`src/rtl/mtr_pkg.sv`:
```
// mtr_pkg: shared types and constants for the meter PI request path.
// State enum, PI function codes, EPT offsets and INCR_SEL encodings.
package mtr_pkg;

  typedef enum logic [1:0] {
    IDLE,
    REQ,
    GRANTED,
    HONOR
  } mtr_pi_state_t;

  localparam logic [2:0] FUNC_INCR   = 3'd1;
  localparam logic [2:0] FUNC_VECTOR = 3'd2;

  localparam logic [8:0] OFS_CNT_BASE = 9'o510;
  localparam logic [8:0] OFS_VECTOR   = 9'o520;

  localparam logic [1:0] INCR_TIME  = 2'd0;
  localparam logic [1:0] INCR_PERF  = 2'd1;
  localparam logic [1:0] INCR_EBOX  = 2'd2;
  localparam logic [1:0] INCR_CACHE = 2'd3;

  // level 0 maps to no request; level i sets bit i-1
  function automatic logic [6:0] pia_onehot(
    input logic [2:0] lvl
  );
    return 7'((8'd1 << lvl) >> 1);
  endfunction

  // counter slots are two words apart above the base
  function automatic logic [8:0] incr_ofs(
    input logic [1:0] sel
  );
    return OFS_CNT_BASE + {6'd0, sel, 1'b0};
  endfunction

endpackage

```
`src/rtl/mtr_pi_timer.sv`:
```
// mtr_pi_timer: clear/enable cycle counter with terminal flag.
// tc is asserted while enabled and the count sits at TIMEOUT-1.
module mtr_pi_timer #(
  parameter int TIMEOUT = 64,
  parameter int TW      = 7
) (
  input  logic clk,
  input  logic RESET_N,
  input  logic clr,
  input  logic en,
  output logic tc
);

  localparam logic [TW-1:0] LAST = TW'(TIMEOUT - 1);

  logic [TW-1:0] cnt;

  // clear dominates; otherwise count while enabled
  always_ff @(posedge clk or negedge RESET_N) begin
    if (!RESET_N) begin
      cnt <= '0;
    end else if (clr) begin
      cnt <= '0;
    end else if (en) begin
      cnt <= cnt + TW'(1);
    end
  end

  assign tc = en && (cnt == LAST);

endmodule

```
`src/rtl/mtr_pi_req.sv`:
```
// mtr_pi_req: meter interrupt to PI request, grant tracking, honor.
// Optional MTR_PI_STATS_EN adds HONOR_CNT/TMO_CNT statistics.
module mtr_pi_req
  import mtr_pkg::*;
#(
  parameter int TIMEOUT = 64,
  parameter int TW      = 7
) (
  input  logic       clk,
  input  logic       RESET_N,
  input  logic       INTERRUPT_REQ,
  input  logic       VECTOR_REQ,
  input  logic [1:0] INCR_SEL,
  input  logic [2:0] MTR_PIA,
  input  logic       PI_GRANT,
  input  logic [2:0] GRANT_LEVEL,
  input  logic       PI_CYCLE_DONE,
  output logic [6:0] PI_REQ,
  output logic       PI_ACTIVE,
  output logic [2:0] FUNC,
  output logic [8:0] ADDR_OFS,
  output logic       MTR_HONOR,
  output logic       ERR
`ifdef MTR_PI_STATS_EN
  ,
  output logic [15:0] HONOR_CNT,
  output logic [7:0]  TMO_CNT
`endif
);

  mtr_pi_state_t st, st_n;

  logic [6:0] req_n;
  logic       act_n;
  logic [2:0] func_n;
  logic [8:0] ofs_n;
  logic       hon_n;
  logic       err_n;
  logic       tclr;
  logic       ten;
  logic       tc;

  mtr_pi_timer #(
    .TIMEOUT (TIMEOUT),
    .TW      (TW)
  ) u_timer (
    .clk     (clk),
    .RESET_N (RESET_N),
    .clr     (tclr),
    .en      (ten),
    .tc      (tc)
  );

  // state and all outputs are registered together
  always_ff @(posedge clk or negedge RESET_N) begin
    if (!RESET_N) begin
      st        <= IDLE;
      PI_REQ    <= '0;
      PI_ACTIVE <= 1'b0;
      FUNC      <= '0;
      ADDR_OFS  <= '0;
      MTR_HONOR <= 1'b0;
      ERR       <= 1'b0;
    end else begin
      st        <= st_n;
      PI_REQ    <= req_n;
      PI_ACTIVE <= act_n;
      FUNC      <= func_n;
      ADDR_OFS  <= ofs_n;
      MTR_HONOR <= hon_n;
      ERR       <= err_n;
    end
  end

  // next state and next output values
  always_comb begin
    st_n   = st;
    req_n  = '0;
    act_n  = PI_ACTIVE;
    func_n = FUNC;
    ofs_n  = ADDR_OFS;
    hon_n  = 1'b0;
    err_n  = ERR;
    tclr   = 1'b0;
    ten    = 1'b0;
    unique case (st)
      IDLE: begin
        if (INTERRUPT_REQ && (MTR_PIA != 3'd0)) begin
          st_n = REQ;
        end
      end
      REQ: begin
        if (!INTERRUPT_REQ || (MTR_PIA == 3'd0)) begin
          st_n = IDLE;
        end else if (PI_GRANT && (GRANT_LEVEL == MTR_PIA)) begin
          st_n   = GRANTED;
          act_n  = 1'b1;
          tclr   = 1'b1;
          func_n = VECTOR_REQ ? FUNC_VECTOR : FUNC_INCR;
          ofs_n  = VECTOR_REQ ? OFS_VECTOR : incr_ofs(INCR_SEL);
        end else begin
          req_n = pia_onehot(MTR_PIA);
        end
      end
      GRANTED: begin
        ten = 1'b1;
        if (PI_CYCLE_DONE) begin
          st_n   = HONOR;
          hon_n  = 1'b1;
          act_n  = 1'b0;
          func_n = '0;
          ofs_n  = '0;
        end else if (tc) begin
          st_n   = IDLE;
          err_n  = 1'b1;
          act_n  = 1'b0;
          func_n = '0;
          ofs_n  = '0;
        end
      end
      HONOR: begin
        st_n = IDLE;
      end
      default: begin
        st_n = IDLE;
      end
    endcase
  end

`ifdef MTR_PI_STATS_EN
  logic tmo;

  assign tmo = (st == GRANTED) && tc && !PI_CYCLE_DONE;

  // saturating honor and timeout statistics
  always_ff @(posedge clk or negedge RESET_N) begin
    if (!RESET_N) begin
      HONOR_CNT <= '0;
      TMO_CNT   <= '0;
    end else begin
      if ((st == HONOR) && (HONOR_CNT != '1)) begin
        HONOR_CNT <= HONOR_CNT + 16'd1;
      end
      if (tmo && (TMO_CNT != '1)) begin
        TMO_CNT <= TMO_CNT + 8'd1;
      end
    end
  end
`endif

endmodule

```
`config.mk`:
```
export PLATFORM = sky130hd
export DESIGN_NAME = mtr_pi_req
export DESIGN_NICKNAME = d
export VERILOG_FILES = /design/src/rtl/mtr_pkg.sv /design/src/rtl/mtr_pi_timer.sv /design/src/rtl/mtr_pi_req.sv
export SDC_FILE = /design/constraint.sdc
export NUM_CORES = 1
export LEC_CHECK = 0
export CORE_UTILIZATION = 40
export DETAILED_ROUTE_END_ITERATION = 10
export GPL_TIMING_DRIVEN = 0
export HOLD_SLACK_MARGIN = 0.05
export PLACE_DENSITY = 0.76
export RECOVER_POWER = 100
export SYNTH_ARGS = -nofsm -noshare
export SYNTH_HDL_FRONTEND = slang
export SYNTH_SLANG_ARGS = --single-unit
```
`constraint.sdc`:
```
create_clock -name clk -period 1.4 [get_ports clk]
set_input_delay 0.21 -clock clk [delete_from_list [all_inputs] [get_ports clk]]
set_output_delay 0.21 -clock clk [all_outputs]
set_load 0.01 [all_outputs]
```
# Yosys cells after proc, flatten, opt, wreduce, memory -nomap -nowiden
# Cells that the tools add are included.
dict set report totals {
  input_bits 14
  elab_cells 69
  ff_bits 31
}
dict set report op_classes {
  bitwise_logic 1
  reduce_logical 13
  n_mux 34
  addsub 2
  shift 1
  eq_ne 10
}
# op n
set op_table {}
lappend op_table {{$mux W9} 5}
lappend op_table {{$mux W7} 5}
lappend op_table {{$pmux W9 S2} 1}
lappend op_table {{$mux W2} 6}
lappend op_table {{$mux W3} 4}
lappend op_table {{$mux W1} 10}
lappend op_table {{$add A9 B3 Y9 const A} 1}
lappend op_table {{$pmux W2 S4} 1}
lappend op_table {{$shl A1 B3 Y8 const A} 1}
lappend op_table {{$add A7 B1 Y7 const B} 1}
lappend op_table {{$eq A7 B6 Y1 const B} 1}
lappend op_table {{$ne A2 B2 Y1 const B} 3}
lappend op_table {{$ne A3 B3 Y1 const B} 2}
lappend op_table {{$pmux W3 S2} 1}
lappend op_table {{$reduce_and A3 Y1} 2}
lappend op_table {{$eq A2 B2 Y1 const B} 2}
lappend op_table {{$reduce_and A4 Y1} 1}
lappend op_table {{$reduce_bool A2 Y1} 2}
lappend op_table {{$eq A3 B3 Y1} 1}
lappend op_table {{$logic_and A1 B1 Y1} 3}
lappend op_table {{$logic_not A3 Y1} 1}
lappend op_table {{$reduce_bool A3 Y1} 1}
lappend op_table {{$eq A2 B1 Y1 const B} 1}
lappend op_table {{$logic_not A2 Y1} 1}
lappend op_table {{4 further kinds} 4}

# Longest topological paths before layout
# Gate-level depths: netlist (run 1).
dict set report depth {
  depth_word 6
  depth_mapped 6
  ltp_nobuf 5
}

# Modules after synthesis
# Synthesis (run 1) repeated with hierarchy kept, for this count alone.
dict set report hier_totals {
  cells_unflattened 108
  hier_area_um2 1098.6
}
# mod cells_per_inst n_inst area_each_um2
set modules_own_cells {}
lappend modules_own_cells {mtr_pi_req 76 1 763.2}
lappend modules_own_cells {mtr_pi_timer 32 1 335.3}

# Least setup slack after synthesis (run 1)
# OpenSTA, ideal clock, no wires.
dict set report synth_timing {
  path_kind {register -> register}
  startpoint {reg u_timer.cnt[0]}
  endpoint {reg st[1]}
  path_slack_ns 0.016
  path_stages_with_launch 5
  required_ns 1.269
  arrival_time_ns 1.253
  setup_ns 0.131
  path_cell_list {dfrtp_1 ha_1 nand2_1 o311a_1 or3_1}
}
dict set report synth_between {
  elab_chain_len 4
}
# item line
set synth_lines {}
lappend synth_lines {{from (decl)} mtr_pi_timer.sv:16} ;# logic [TW-1:0] cnt;
lappend synth_lines {{from (signal assigned)} mtr_pi_timer.sv:25} ;# cnt <= cnt + TW'(1);
lappend synth_lines {{$eq A7 B6 Y1} mtr_pi_timer.sv:29} ;# assign tc = en && (cnt == LAST);
lappend synth_lines {{$logic_and A1 B1 Y1} mtr_pi_timer.sv:29}
lappend synth_lines {{$ne A3 B3 Y1 (no line)} --}
lappend synth_lines {{$reduce_and A3 Y1 (no line)} --}
lappend synth_lines {{to (signal assigned)} mtr_pi_req.sv:65} ;# st <= st_n;
lappend synth_lines {{to (decl)} mtr_pi_req.sv:31} ;# mtr_pi_state_t st, st_n;
# No other way between the ends.
# A chain may end at the register's enable or synchronous reset.

# Worst setup path after layout (run 1)
dict set report layout_timing {
  startpoint {in GRANT_LEVEL[2]}
  endpoint {reg st[1]}
}
dict set report layout_between {
  elab_chain_len 4
}
# item line
set layout_lines {}
lappend layout_lines {{from (decl)} mtr_pi_req.sv:16} ;# input logic [2:0] GRANT_LEVEL,
lappend layout_lines {{$eq A3 B3 Y1} mtr_pi_req.sv:95} ;# end else if (PI_GRANT && (GRANT_LEVEL == MTR_PIA)) begin
lappend layout_lines {{$logic_and A1 B1 Y1} mtr_pi_req.sv:95}
lappend layout_lines {{$ne A3 B3 Y1 (no line)} --}
lappend layout_lines {{$reduce_and A3 Y1 (no line)} --}
# No other way between the ends.

==> results by group, run 1 <==
Status
  • Result of the run: finished, violations left
  • Failing checks: negative setup slack

Power
  • Leakage: 0.833 nW
  • Pwr per Cell Area: 1400 nW/um^2
  • Worst IR Drop VDD: 1.17 mV
  • Total power: 2.32 mW

Clock network
  • Clk Latency, worst-skew pair: 0.30 ns
  • Clk root buf: clkbuf_4
  • Clock slew at reported path FFs: 0.12 ns
  • CTS H-tree depth: 1
  • Hold-fix buffers, CTS: 0
  • Max Buffers Root-to-Sink: 2
  • Clock tree sinks: 23
  • Num CTS Buffers: 3
  • TritonCTS clock tree: yes

Logic synthesis
  • Number of synthesized register bits: 23
  • YS warnings: 0
  • EDFF count, synth: 0
  • Cell variety after synth: 33
  • Synth async-reset ratio: 100%
  • Sequential share of the synthesized area: 51.7%
  • Synth Area per Inst: 9.84 um^2
  • Main flop type after synthesis: dfrtp_1
  • Mapped cell area: 1110 um^2
  • Post-Syn Instances: 113

GRT
  • Initial antenna violation count: 0
  • Aggregate global-route resource usage: 20.1%
  • GRT overflow: 0
  • Largest net degree at the start of global routing: 24
  • Vias in the first global route: 933
  • First-pass GRT wire length: 4200 um

Timing
  • Setup WS post-layout: -0.0498 ns
  • Fmax: 690 MHz
  • Endpoints failing hold: 0
  • Final Cycle Share: 104%
  • Max-Slew Margin vs Limit: 30.7%
  • Tmin final: 1.45 ns
  • RSZ-0062 raised after global routing: true
  • Fin. max-slew vios: 0
  • Worst-margin pin slew: 1.04 ns
  • Clock skew: 0.000699 ns
  • Setup-failing EPs final: 1

Layout
  • Area delta synth->final: 48.8%
  • Diode count: 0
  • Post-Layout Cell Count: 196
  • Fin nets: 182
  • Share of post-route cells with drive strength above 1: 23.5%

Die
  • # rows: 18
  • Die width: 54.7 um
  • Core area: 2540 um^2
  • Die Area: 3000 um^2
  • Num ports: 36
  • Die H: 54.7 um
  • Initial Util: 43.7%

Worst setup path
  • CP Class: primary input to flop
  • CP Max Fanout: 8
  • Worst setup SP type: primary input
  • CP endpoint kind: flop
  • Worst EP required: 1.59 ns
  • CP Data Arrival Time: 1.64 ns

Placement
  • Dpl hpwl: 1760 um
  • Worst slack, placed: -0.618 ns
  • Port bufs: 31
  • Placer Congestion: 0.755
  • Placed cells: 177

Routing
  • DR WL/cell: 13.5 um
  • Pre-antenna DRT Iters: 4
  • Iter 0 DRT Violations: 14
  • Final WL: 2650 um
  • Via count: 984
  • Routed Antenna Nets: 0
  • Routed wl met2: 1340 um
  • Vias/cell: 5.02
  • WL met3: 112 um
  • Wl on met1: 1180 um
  • Max layer used: met4
  • DRC viols: 0

Hold path
  • HP Class: primary input to flop

Job
  • Total of max-cap violations: 0
==> per-stage QoR <==
step / setup TNS (ns) / area [um^2] / util (%) / hold WS, ns
after floorplan: 0 / 1120 / - / -0.0856
after global placement: -10.45 / 1470 / 57.8 / 0.454
after detailed placement: -12.20 / 1470 / 57.8 / 0.491
after CTS: -0.0613 / 1580 / 62.2 / 0.383
after global routing: -0.457 / 1660 / 65.0 / 0.352
final: -0.0498 / 1660 / 65.0 / 0.357
==> cell usage in the layout, fill, tap and decap left out, types with 2 or more instances in the layout <==
master	count
nor3_2	3
dfrtp_1	23
xor2_1	4
inv_1	3
buf_4	20
nor3_1	2
nand4_1	5
a21o_1	2
nand3_1	4
o21ai_1	2
o21ai_0	2
clkdlybuf4s25_1	3
nand2b_1	3
clkbuf_1	3
clkdlybuf4s50_1	8
a32oi_1	2
dlygate4sd2_1	18
buf_6	3
conb_1	4
nor2_1	13
xnor2_1	4
clkbuf_4	4
nand2_1	12
==> critical path, cell delays in order <==
cell and delay, ns:
clkdlybuf4s50_1 0.44, xnor2_2 0.16, and4_4 0.18, buf_6 0.13, and2_1 0.17, or3_1 0.35
==> synth_stat cells, types with 2 or more instances <==
master,n,share of area (%)
a21o_1,2,1.3
a32oi_1,2,1.6
buf_4,8,5.4
clkbuf_1,2,0.68
dfrtp_1,23,52
inv_1,3,1.0
nand2_1,13,4.4
nand2b_1,3,1.7
nand3_1,5,2.2
nand4_1,5,2.8
nor2_1,13,4.4
nor3_1,4,1.8
o21ai_0,2,0.90
o21ai_1,2,0.90
xnor2_1,5,3.9
xor2_1,4,3.1
==> power by group <==
part / internal (mW) / leakage, nW / switching [mW]
combinational: 0.579 / 0.522 / 0.407
clock: 0.111 / 0.0150 / 0.188
sequential: 0.843 / 0.296 / 0.193
total: 1.53 / 0.833 / 0.788
==> worst paths after layout <==
check / start / endpoint / slack (ns) / cells after the start
setup reg to reg: u_timer.cnt[0]$_DFFE_PN0P_ / st[1]$_DFFE_PN0P_ / -0.03 / 4
hold / removal: MTR_PIA[0] / PI_REQ[1]$_DFF_PN0_ / 0.36 / 2
hold reg to reg: ERR$_DFFE_PN0P_ / ERR$_DFFE_PN0P_ / 0.50 / 1
min in group asynchronous: RESET_N / PI_REQ[6]$_DFF_PN0_ / 0.52 / 1
max in group asynchronous: RESET_N / ADDR_OFS[4]$_DFFE_PN0P_ / 0.26 / 1
setup / recovery: GRANT_LEVEL[2] / st[1]$_DFFE_PN0P_ / -0.05 / 6
==> timing repair <==
action / in CTS / in global routing
resized for setup: 26 / 12
setup endpoints to repair: 34 / 19
pin swaps: 4 / 3
buffers inserted: 9 / 7
==> sequential cells by signal (all words and copies together), names as in the netlist <==
| name | cells |
|---|---|
| ERR | 1 |
| st | 2 |
| MTR_HONOR | 1 |
| ADDR_OFS | 5 |
| u_timer.cnt | 7 |
| PI_REQ | 7 |
==> routing by layer <==
metal	track usage, %	vias to the layer above
met2	35.7	28
met1	24.4	478
li1	-	476
met4	6.41	0
met5	0	-
met3	3.06	2
==> logic make-up after synthesis <==
| kind of cell | after synthesis | share of synthesized area (%) |
|---|---|---|
| simple gates | 52 | 23.5 |
| other cells | 1 | 0.337 |
| xor+xnor | 9 | 7.09 |
| fa+ha+maj | 1 | 1.12 |
| flops | 23 | 51.7 |
| compound gates | 12 | 7.65 |
| buf+inv | 15 | 8.55 |
==> cell type report <==
| type | count | area [um^2] |
|---|---|---|
| tap | 30 | 37.5 |
| inverter | 3 | 11.3 |
| sequential | 23 | 576 |
| timing repair buffer | 47 | 407 |
| multi-input combinational | 78 | 510 |
| buffer | 11 | 87.6 |
| fill | 226 | 890 |
| clock buffer | 4 | 26.3 |
(Power assumes the default switching activity.)
==> run 2, diff against run 1 <==
CORE_UTILIZATION = 45   (was 40)
PLACE_DENSITY = 0.8   (was 0.76)
clock period = 1.7 ns   (was 1.4 ns; I/O delays follow)
==> run 2 against run 1 <==
The flow now finishes without violations; sequential share of layout area is 3.3 points higher; setup slack improved by 0.12 ns; clock power fell by 18%; combinational power decreased by 36%; final area is 8.7% lower; via count decreased by 5.8%; power decreased by 27%; hold slack worse by 0.041 ns; die area fell by 11%; clock skew rose by 0.011 ns.
==> results by group, run 2 (synthesized netlist as in run 1, its figures left out) <==
Status
  • Result of the run: completed

Worst setup path
  • CP Buf/Inv Count: 2
  • CP Class: flop to primary output
  • Worst setup SP type: flop
  • Crit-path max cell delay: 0.52 ns
  • Critical R2R Launch: u_timer.cnt[0]$_DFFE_PN0P_
  • CP Max Fanout: 4
  • CP max-delay cell: clkdlybuf4s50_1
  • Crit path max-delay family: buffers and inverters
  • CP Data Arrival Time: 1.37 ns
  • CP startpoint: ADDR_OFS[3]$_DFFE_PN0P_
  • Worst EP required: 1.44 ns
  • CP endpoint kind: primary output
  • Worst path cell trace: buf_4 > clkdlybuf4s50_1

Layout
  • Most frequent cells in the layout: dfrtp_1 (23), dlygate4sd3_1 (15), clkdlybuf4s50_1 (14)
  • Diode count: 0
  • Register area: 576 um^2
  • Fin nets: 168
  • Area delta synth->final: 35.9%
  • Post-Layout Cell Count: 180
  • Share of post-route cells with drive strength above 1: 12.5%
  • Fillcell total: 179
  • Multi-input gate area: 455 um^2
  • Top flop regs: PI_REQ x7, u_timer.cnt x7, ADDR_OFS x5
  • Commonest non-fill, non-tap cell in the layout: dfrtp_1

Routing
  • Routed Antenna Nets: 0
  • Pre-antenna DRT Iters: 4
  • Iter 0 DRT Violations: 10
  • Via count: 927
  • Vias/cell: 5.15
  • DR WL/cell: 12.2 um
  • Final WL: 2200 um
  • DRC viols: 0

Placement
  • Dpl hpwl: 1690 um
  • Placed cells: 175
  • Placer Congestion: 0.807
  • Port bufs: 31

GRT
  • Aggregate global-route resource usage: 19.0%
  • Vias in the first global route: 878
  • Initial antenna violation count: 0
  • GRT overflow: 0
  • First-pass GRT wire length: 3780 um
  • Largest net degree at the start of global routing: 24

Job
  • Total of max-cap violations: 0

Clock network
  • Hold-fix buffers, CTS: 0
  • Clock slew at reported path FFs: 0.13 ns
  • Clk root buf: clkbuf_4
  • Clock tree sinks: 23
  • Max Buffers Root-to-Sink: 2
  • Num CTS Buffers: 3
  • Clk Latency, worst-skew pair: 0.31 ns
  • CTS H-tree depth: 1
  • TritonCTS clock tree: yes

Die
  • Core area: 2280 um^2
  • Initial Util: 48.9%
  • Die H: 51.7 um
  • # rows: 17
  • Die width: 51.7 um
  • Die Area: 2670 um^2
  • Num ports: 36

Timing
  • Setup-failing EPs final: 0
  • Tmin final: 1.63 ns
  • Worst-margin pin slew: 0.981 ns
  • Clock skew: 0.0113 ns
  • Endpoints failing hold: 0
  • Fin. max-slew vios: 0
  • RSZ-0062 raised after global routing: false
  • Fmax: 614 MHz
  • Final Cycle Share: 95.8%
  • Max-Slew Margin vs Limit: 34.4%

Power
  • Worst IR Drop VDD: 0.970 mV
  • Total power: 1.70 mW
  • Pwr per Cell Area: 1130 nW/um^2
  • Leakage: 0.734 nW

Hold path
  • HP Class: primary input to flop
  • Hold Startpoint: MTR_PIA[2]
## run 2: changes by cell type in the layout (fill, tap and decap cells not counted), moves of 2 or more
cell / previous run / this run
buf_4: 20 / 6
buf_6: 3 / 1
clkbuf_4: 4 / 6
clkdlybuf4s25_1: 3 / 0
clkdlybuf4s50_1: 8 / 14
dlygate4sd2_1: 18 / 0
dlygate4sd3_1: 1 / 15
nor3_1: 2 / 5
nor3_2: 3 / 0
## run 2: worst paths after layout
kind | endpoint | slack [ns] | cells after the start
max in group asynchronous | PI_REQ[0]$_DFF_PN0_ | 0.56 | 1
min in group asynchronous | st[1]$_DFFE_PN0P_ | 0.54 | 1
min | PI_REQ[1]$_DFF_PN0_ | 0.32 | 2
max reg2reg | st[1]$_DFFE_PN0P_ | 0.18 | 4
min reg2reg | ERR$_DFFE_PN0P_ | 0.49 | 1
max | FUNC[0] | 0.07 | 2
## run 2: report_power, final
group / total, mW / internal (mW) / switching, mW
logic: 0.629 / 0.362 / 0.267
registers: 0.832 / 0.694 / 0.137
clock network: 0.244 / 0.0877 / 0.156
total: 1.70 / 1.14 / 0.560
## run 2: per-stage QoR
stage	instance area (um^2)	setup WS, ns	TNS [ns]	util (%)	hold WS [ns]
2_1_floorplan	1120	0.316	0	-	-0.0406
3_3_place_gp	1470	-0.331	-4.08	64.5	0.453
3_5_place_dp	1470	-0.375	-5.15	64.5	0.464
4_1_cts	1510	0.0151	0	66.4	0.493
5_1_grt	1510	0.0158	0	66.4	0.316
6_report	1510	0.0718	0	66.4	0.316
## run 2: final cells by class
cell class,count,area share (%)
Sequential cell,23,38.1
Multi-Input combinational cell,78,30.1
Tap cell,28,2.32
Inverter,3,0.745
Buffer,12,5.55
Timing Repair Buffer,32,21.4
Clock buffer,3,1.49
Clock inverter,1,0.331
## run 2: layer usage
metal | track usage, % | share of wire [%] | vias up
met2 | 32.0 | 51 | 28
met5 | 0 | 0 | -
met3 | 2.63 | 5.1 | 2
met4 | 7.66 | 0.86 | 0
met1 | 24.5 | 43 | 445
li1 | - | - | 452
## run 2: repair_timing
| item | CTS | global route |
|---|---|---|
| resized for setup | 1 | 3 |
| endpoints found under the setup margin | 8 | 11 |
| setup buffers | 1 | 0 |
| pin swaps | 1 | 2 |
